--- src/rtl/pipe_stage_chain.sv ---
`timescale 1ns/1ps
// pipe_stage_chain
// Generic chain of DEPTH pipeline registers, each carrying a payload and a
// valid bit. It replaces the separate IF/ID, ID/EX, EX/MEM and MEM/WB
// boundary registers. The hazard unit drives the per-stage stall and flush
// controls. Stage 0 is the youngest stage. Stage DEPTH-1 drives out_*.
//
// Ports
//   clk          rising-edge clock
//   reset_n      asynchronous active-low reset
//   in_data      payload entering stage 0
//   in_valid     in_data is a real instruction
//   in_accept    stage 0 takes the input this edge (combinational)
//   stall        per-stage hold request, bit i = stage i
//   flush        per-stage kill request, bit i = stage i
//   kill_clr     synchronous clear of kill_count
//   stage_data   all stage payloads, stage i at [i*DATA_W +: DATA_W]
//   stage_valid  valid bit per stage
//   out_data     payload of the oldest stage
//   out_valid    valid bit of the oldest stage
//   occupancy    number of valid stages
//   kill_count   valid entries destroyed by flush, saturating
module pipe_stage_chain #(
  parameter int                DATA_W        = 32,
  parameter int                DEPTH         = 4,
  parameter int                AUTO_STALL    = 1,
  parameter int                CLEAR_PAYLOAD = 1,
  parameter logic [DATA_W-1:0] BUBBLE_VAL    = '0,
  parameter int                CNT_W         = 16,
  localparam int               OCC_W         = $clog2(DEPTH + 1)
) (
  input  logic                    clk,
  input  logic                    reset_n,
  input  logic [DATA_W-1:0]       in_data,
  input  logic                    in_valid,
  output logic                    in_accept,
  input  logic [DEPTH-1:0]        stall,
  input  logic [DEPTH-1:0]        flush,
  input  logic                    kill_clr,
  output logic [DEPTH*DATA_W-1:0] stage_data,
  output logic [DEPTH-1:0]        stage_valid,
  output logic [DATA_W-1:0]       out_data,
  output logic                    out_valid,
  output logic [OCC_W-1:0]        occupancy,
  output logic [CNT_W-1:0]        kill_count
);

  logic [DEPTH-1:0]  stall_eff;
  logic [DATA_W-1:0] data_q  [DEPTH];
  logic              valid_q [DEPTH];
  logic [OCC_W-1:0]  kills;
  logic [CNT_W:0]    kill_sum;

  for (genvar i = 0; i < DEPTH; i++) begin : g_stage
    logic              bubble_req;
    logic              load_valid;
    logic [DATA_W-1:0] load_data;

    // With AUTO_STALL, a stall on any older stage also freezes this stage.
    // Younger entries therefore cannot run into a held stage.
    assign stall_eff[i] = (AUTO_STALL != 0) ? |stall[DEPTH-1:i] : stall[i];

    // A stage starts a bubble when the stage feeding it is held and this
    // stage is free to move. Stage 0 has no feeder inside the chain.
    if (i == 0) begin : g_head
      assign bubble_req = 1'b0;
      assign load_valid = in_valid;
      assign load_data  = in_data;
    end else begin : g_body
      assign bubble_req = stall_eff[i-1];
      assign load_valid = valid_q[i-1];
      assign load_data  = data_q[i-1];
    end

    // The priority order is flush, then hold, then bubble, then load.
    // Flush must beat stall on the same stage. A hold must beat a bubble
    // when both stall bits are set without AUTO_STALL.
    always_ff @(posedge clk or negedge reset_n) begin
      if (!reset_n) begin
        valid_q[i] <= 1'b0;
        data_q[i]  <= BUBBLE_VAL;
      end else if (flush[i]) begin
        valid_q[i] <= 1'b0;
        if (CLEAR_PAYLOAD != 0) data_q[i] <= BUBBLE_VAL;
      end else if (stall_eff[i]) begin
        valid_q[i] <= valid_q[i];
        data_q[i]  <= data_q[i];
      end else if (bubble_req) begin
        valid_q[i] <= 1'b0;
        if (CLEAR_PAYLOAD != 0) data_q[i] <= BUBBLE_VAL;
      end else begin
        valid_q[i] <= load_valid;
        data_q[i]  <= load_data;
      end
    end

    assign stage_data[i*DATA_W +: DATA_W] = data_q[i];
    assign stage_valid[i]                 = valid_q[i];
  end

  assign in_accept = ~stall_eff[0] & ~flush[0];
  assign out_data  = data_q[DEPTH-1];
  assign out_valid = valid_q[DEPTH-1];

  // Count the valid stages, and count only the flushed stages that were valid.
  always_comb begin
    occupancy = '0;
    kills     = '0;
    for (int i = 0; i < DEPTH; i++) begin
      occupancy = occupancy + OCC_W'(stall_eff[i] & 1'b0) + OCC_W'(stage_valid[i]);
      kills     = kills + OCC_W'(flush[i] & stage_valid[i]);
    end
  end

  assign kill_sum = {1'b0, kill_count} + (CNT_W+1)'(kills);

  // The extra sum bit detects overflow, and the counter then holds at all-ones.
  // kill_clr beats a same-cycle increment.
  always_ff @(posedge clk or negedge reset_n) begin
    if (!reset_n) begin
      kill_count <= '0;
    end else if (kill_clr) begin
      kill_count <= '0;
    end else if (kill_sum[CNT_W]) begin
      kill_count <= '1;
    end else begin
      kill_count <= kill_sum[CNT_W-1:0];
    end
  end

endmodule

--- config.mk ---
export PLATFORM = sky130hd
export DESIGN_NAME = pipe_stage_chain
export DESIGN_NICKNAME = d
export VERILOG_FILES = /design/src/rtl/pipe_stage_chain.sv
export SDC_FILE = /design/constraint.sdc
export NUM_CORES = 1
export LEC_CHECK = 0
export ABC_AREA = 1
export BUFFER_PORTS_ARGS = -buffer_cell sky130_fd_sc_hd__buf_2
export CAP_MARGIN = 20
export CORE_ASPECT_RATIO = 1.4
export CORE_UTILIZATION = 55
export DETAILED_ROUTE_END_ITERATION = 8
export PLACE_DENSITY = 0.86
export SETUP_SLACK_MARGIN = 0.5
export SLEW_MARGIN = 5
export SYNTH_ARGS = -nofsm -noshare
export SYNTH_HDL_FRONTEND = slang
export SYNTH_SLANG_ARGS = --single-unit
--- constraint.sdc ---
create_clock -name clk -period 6.4 [get_ports clk]
set_input_delay 1.28 -clock clk [delete_from_list [all_inputs] [get_ports clk]]
set_output_delay 1.28 -clock clk [all_outputs]
set_load 0.1 [all_outputs]
==> results of run 1 <==
==> power by group through the flow <==
stage	Sequential (µW)	Combinational [µW]	Clock (µW)
floorplan	997	55.3	0
global placement	961	142	0
detailed placement	961	143	0
CTS	944	143	1070
global route	944	153	1100
finish	944	142	1060
==> per-layer routing <==
layer  routed length, µm  part of all wire, %  track usage [%]  up-vias
met5                   0                    0                0        -
met4                 448                  2.5             12.4        0
met3                1040                  5.9             6.34       40
met2                9130                   52             48.2      226
met1                7000                   40             35.7     2769
li1                    -                    -                -     2489
==> through the flow <==
stage	instances	power, µW	worst slack (ns)	hold slack (ns)	cell area [µm²]
6_report	993	2140	2.42	0.546	8310
3_5_place_dp	960	1100	2.42	0.533	7680
2_1_floorplan	656	1050	2.40	0.560	6790
5_1_grt	993	2200	2.32	0.576	8310
3_3_place_gp	960	1100	2.46	0.523	7680
4_1_cts	992	2160	2.42	0.548	8310
==> worst max-delay path, delay by kind of cell <==
| kind | cells | cell delay, ns |
|---|---|---|
| AND/OR/NAND/NOR | 2 | 0.28 |
| buffers and inverters | 3 | 1.13 |
==> cells by family after synthesis <==
family / count (synthesis) / share of synthesized area, %
buffers and inverters: 236 / 16.0
AOI/OAI and AO/OA: 148 / 19.7
DFF: 148 / 54.5
and+or+nand+nor: 111 / 7.29
adders and majority gates: 7 / 1.73
xor gates and xnor gates: 6 / 0.774
==> flip-flops by register name (all words and copies together) (netlist names) <==
signal              cells
out_data               32
g_stage.load_valid      3
out_valid               1
kill_count             16
g_stage.load_data      96
==> area by class of cell <==
cell class / count / share of cell area [%]
clock buffers: 20 / 5.37
diodes: 1 / 0.0301
well taps: 147 / 2.21
multi-input cells: 272 / 24.2
clock inverters: 12 / 2.15
flip-flops and latches: 148 / 44.6
inverters: 160 / 7.22
repair buffers: 233 / 14.3
==> cell usage in the layout, fill, tap and decap left out, drive strengths merged, types with 2 or more instances in the layout <==
cell      synthesis  routed
buf              56     233
inv             159     160
dfrtp           148     148
o32ai            99      99
nand2            74      74
o21ai            37      37
clkbuf           20      20
nor2             15      15
a21oi            11      11
nand3            10      10
nand4             7       7
clkinv            1       5
xor2              4       4
fa                4       4
bufinv            0       4
ha                3       3
clkinvlp          0       3
or2               3       3
xnor2             2       2
==> worst paths after layout <==
path / slack [ns] / end / from / depth (start not counted)
max: 2.42 / in_accept / stall[1] / 5
min in group asynchronous: 0.95 / kill_count[8]$_DFF_PN0_ / reset_n / 1
min reg2reg: 0.55 / g_stage[1].load_data[0]$_DFFE_PN0P_ / g_stage[1].load_data[0]$_DFFE_PN0P_ / 2
min: 0.55 / g_stage[1].load_data[0]$_DFFE_PN0P_ / g_stage[1].load_data[0]$_DFFE_PN0P_ / 2
max in group asynchronous: 4.26 / out_data[22]$_DFFE_PN0P_ / reset_n / 2
max reg2reg: 3.68 / kill_count[9]$_DFF_PN0_ / g_stage[1].load_valid$_DFFE_PN0P_ / 11
==> flow_metrics.py, run 1 <==
metrics = {
    "flow_run": {
        "cap_violations": 0,
    },
    "drt": {
        "first_pass_iters": 5,
        "via_per_inst": 5.56,
        "antenna_left": 0,
        "drt-total-wl_um": 17600,
        "vias": 5524,
        "drt_iter0_drc": 267,
        "wire_per_inst_um": 17.7,
        "drc_errors": 0,
    },
    "clock_network": {
        "clkLatencyLatePin_ns": 0.42,
        "postCtsSetupRepairBufs": 0,
        "htreeDepth": 4,
        "cts_hold_buf": 0,
        "cts_resized": 0,
        "cts_tree": "built",
        "clock_sinks": 148,
        "cts-root-buf": "clkbuf_16",
        "cts_buffers": 17,
        "cts.path.max_buffers": 2,
        "cts.reportedPaths.clkPinSlew_ns": 0.06,
    },
    "sta": {
        "worstMarginPinSlew_ns": 1.08,
        "setup_tns_ns": 0,
        "setup_violations": 0,
        "relSlewSlack_pct": 27.9,
        "hold_viol": 0,
        "rsz0062_at_grt": "no",
        "period_share_pct": 62.2,
        "slew_viol_final": 0,
        "post-route-min-period_ns": 3.98,
        "fmax_mhz": 251,
        "skew_ns": 0.00918,
    },
    "global_route": {
        "grt_max_degree": 104,
        "grt_overflow": 0,
        "grt_pass1_vias": 5560,
        "antenna_found_initial": 1,
        "grt_pass1_wl_um": 27700,
        "grt.total_usage_pct": 28.9,
    },
    "die": {
        "die_area_mm2": 0.0128,
        "die_h_um": 133,
        "fp-row-count": 47,
        "die_w_um": 95.9,
        "core_mm2": 0.0119,
        "initial_core_util_pct": 56.9,
        "ios": 229,
    },
    "critical_path": {
        "path_max_fanout": 34,
        "cpPeakStageDelay_ns": 0.54,
        "cp-start-kind": "input port",
        "critPathRequiredTime_ns": 5.12,
        "path_class": "in -> out",
        "critPathCaptureType": "primary output",
        "arrival_ns": 2.70,
        "slowest_stage": "buf_2",
        "crit_path_cell_trace": "buf_2, nor2_1, nand4_1, inv_2, buf_2",
        "timing.critical_path.mode_cell": "buf_2",
    },
    "placed_design": {
        "dp.final_hpwl_um": 11500,
        "portBuffers": 228,
        "place_congestion": 0.800,
    },
    "power_and_ir_drop": {
        "p_sw_uw": 514,
        "powerDensity_mw_per_mm2": 258,
        "p_leak_uw": 0.00411,
        "switching_share_pct": 24.0,
        "ir_worst_vdd_uv": 201,
        "combPwrFrac_pct": 6.6,
        "pwr-share-clk_pct": 49.3,
        "p_int_uw": 1630,
        "sequentialPowerShare_pct": 44.0,
    },
    "yosys": {
        "ys_seq_area_share_pct": 54.5,
        "async_reset_ff_share_pct": 100,
        "synth_ff_type": "dfrtp_1",
        "synth.most_common_cell": "inv_1",
        "synthTopCellsByCount": "inv_1, dfrtp_1, nand2_1, o32ai_1, buf_4",
        "synth_top_area_share_pct": 54.5,
        "synthesis.area_mm2": 0.00679,
        "synth_cell_types": 29,
        "synth_warnings": 0,
        "synth_nets": 707,
        "synth_seq_cells": 148,
        "postSynthAreaPerCell_um2": 10.4,
        "synth-edff-count": 0,
        "synthCells": 656,
        "yosysTopAreaCell": "dfrtp_1",
        "synthTopCellsByArea": "dfrtp_1, o32ai_1, inv_1",
    },
    "cells_and_area": {
        "drive_gt1_share_pct": 36.9,
        "fillers": 913,
        "register_area_mm2": 0.00370,
        "multiInputGateArea_mm2": 0.00201,
        "nets": 883,
        "area_growth_pct": 22.4,
        "fin_util_pct": 69.6,
    },
    "outcome": {
        "outcome": "finished, final reports clean",
    },
    "worst_hold_path": {
        "hp-class": "reg -> reg",
    },
}
Note: power is estimated with default switching activity, not from simulation.
==> inputs of run 2 (changes only) <==
CORE_UTILIZATION = 51   (was 55)
PLACE_DENSITY = 0.81   (was 0.86)
clock period = 3.7 ns   (was 6.4 ns; I/O delays follow)
==> run 2 against run 1 <==
Sequential share of layout area shrank 0.32 points. Count of clock-buffer cells in the layout shrank 1. First-iteration DRC count shrank 11%. Total power grew 69%. Global-route usage shrank 1.0 points. Sequential cell count is the same. Critical path depth grew 1. Routed wire length grew 4.4%. Critical endpoint is now occupancy[1].
==> flow_metrics.py, run 2 (synthesis gave the netlist of run 1 again) <==
metrics = {
    "drt": {
        "drt-total-wl_um": 18400,
        "via_per_inst": 5.40,
        "drt_iter0_drc": 238,
        "antenna_left": 0,
        "wire_per_inst_um": 17.9,
        "drc_errors": 0,
        "first_pass_iters": 4,
        "vias": 5556,
    },
    "clock_network": {
        "cts_resized": 0,
        "clkLatencyLatePin_ns": 0.41,
        "cts.path.max_buffers": 2,
        "postCtsSetupRepairBufs": 0,
        "cts.reportedPaths.clkPinSlew_ns": 0.07,
        "cts_tree": "built",
        "clock_sinks": 148,
        "cts_buffers": 17,
        "htreeDepth": 4,
        "cts-root-buf": "clkbuf_16",
        "cts_hold_buf": 0,
    },
    "cells_and_area": {
        "mostFrequentLayoutCells": "buf_2, inv_1, dfrtp_1",
        "area_growth_pct": 23.3,
        "final_common_cell": "buf_2",
        "nets": 888,
        "largest_reg_flops": 96,
        "antennaDiodeCount": 0,
        "drive_gt1_share_pct": 37.6,
        "fillers": 1036,
        "fin_util_pct": 64.7,
        "fin_cells": 1028,
    },
    "critical_path": {
        "arrival_ns": 2.33,
        "critPathRequiredTime_ns": 2.96,
        "cp-start-kind": "flip-flop",
        "path_class": "reg -> out",
        "path_max_fanout": 3,
        "critPathCaptureType": "primary output",
    },
    "sta": {
        "setup_tns_ns": 0,
        "fmax_mhz": 326,
        "rsz0062_at_grt": "no",
        "period_share_pct": 82.9,
        "worst_slack_ns": 0.632,
        "relSlewSlack_pct": 27.1,
        "post-route-min-period_ns": 3.07,
        "slew_viol_final": 0,
        "setup_violations": 0,
        "worstMarginPinSlew_ns": 1.09,
        "skew_ns": 0.0119,
        "hold_viol": 0,
    },
    "die": {
        "core_mm2": 0.0129,
        "ios": 229,
        "die_h_um": 139,
        "fp-row-count": 49,
        "die_w_um": 99.5,
        "initial_core_util_pct": 52.5,
        "die_area_mm2": 0.0138,
    },
    "outcome": {
        "outcome": "finished, final reports clean",
    },
    "flow_run": {
        "cap_violations": 0,
    },
    "placed_design": {
        "dp.final_hpwl_um": 12000,
        "portBuffers": 228,
        "place_congestion": 0.849,
        "pre_cts_slack_ns": 0.551,
        "dp_cells": 996,
    },
    "power_and_ir_drop": {
        "powerDensity_mw_per_mm2": 433,
        "ir_worst_vdd_uv": 287,
        "p_leak_uw": 0.00413,
    },
    "global_route": {
        "antenna_found_initial": 0,
        "grt_pass1_vias": 5849,
        "grt_pass1_wl_um": 29600,
        "grt_max_degree": 95,
        "grt_overflow": 0,
        "grt.total_usage_pct": 27.9,
    },
    "worst_hold_path": {
        "hp-class": "in -> async",
    },
}
run 2: changes by cell type in the layout (fill, tap and decap cells not counted), sizes merged:
cell	change
buf	+5
inv	+3
bufinv	-2
clkbuf	-1
clkinv	-1
clkinvlp	+1
diode	-1
run 2: final cells by class:
cell class                      count  area (µm²)  share of cell area, %
Clock buffer                       19         453                   5.41
Clock inverter                     13         148                   1.76
Sequential cell                   148        3700                   44.2
Timing Repair Buffer              238        1230                   14.7
Multi-Input combinational cell    272        2010                   24.0
Tap cell                          178         223                   2.66
Inverter                          160         601                   7.17
run 2: where the power goes:
| group | internal (µW) | switching [µW] |
|---|---|---|
| clock network | 1040 | 703 |
| registers | 1630 | 4.83 |
| logic | 47.1 | 209 |
| total | 2710 | 917 |
run 2: stage by stage:
stage	area, µm²	hold WS (ns)	power, µW
2_1_floorplan	6800	0.444	1820
3_3_place_gp	7770	0.522	1920
3_5_place_dp	7770	0.537	1920
4_1_cts	8380	0.443	3660
5_1_grt	8380	0.455	3730
6_report	8380	0.398	3630
run 2: worst paths after layout:
check                                                   from                                    to  slack [ns]  cells after the start
setup / recovery           g_stage[1].load_valid$_DFFE_PN0P_                          occupancy[1]        0.63                      6
hold / removal                                       reset_n              kill_count[14]$_DFF_PN0_        0.40                      1
setup reg to reg                     kill_count[0]$_DFF_PN0_               kill_count[5]$_DFF_PN0_        0.95                      9
hold reg to reg                     out_data[23]$_DFFE_PN0P_              out_data[23]$_DFFE_PN0P_        0.55                      2
max in group asynchronous                            reset_n  g_stage[2].load_data[14]$_DFFE_PN0P_        2.52                      2
min in group clk                                 in_data[17]  g_stage[1].load_data[17]$_DFFE_PN0P_        0.54                      3
run 2: critical path, cell delays in order, from the launching register on:
cell and delay, ns:
dfrtp_1 0.38, inv_1 0.11, fa_1 0.54, inv_1 0.05, ha_1 0.17, ha_1 0.26
buf_2 0.41
run 2: routing by layer:
layer	routed length [µm]	up-vias	part of all wire, %	GRT usage [%]
li1	-	2507	-	-
met1	7090	2783	39	32.4
met5	0	-	0	0
met4	455	0	2.5	12.0
met2	9720	235	53	48.9
met3	1130	31	6.2	6.30
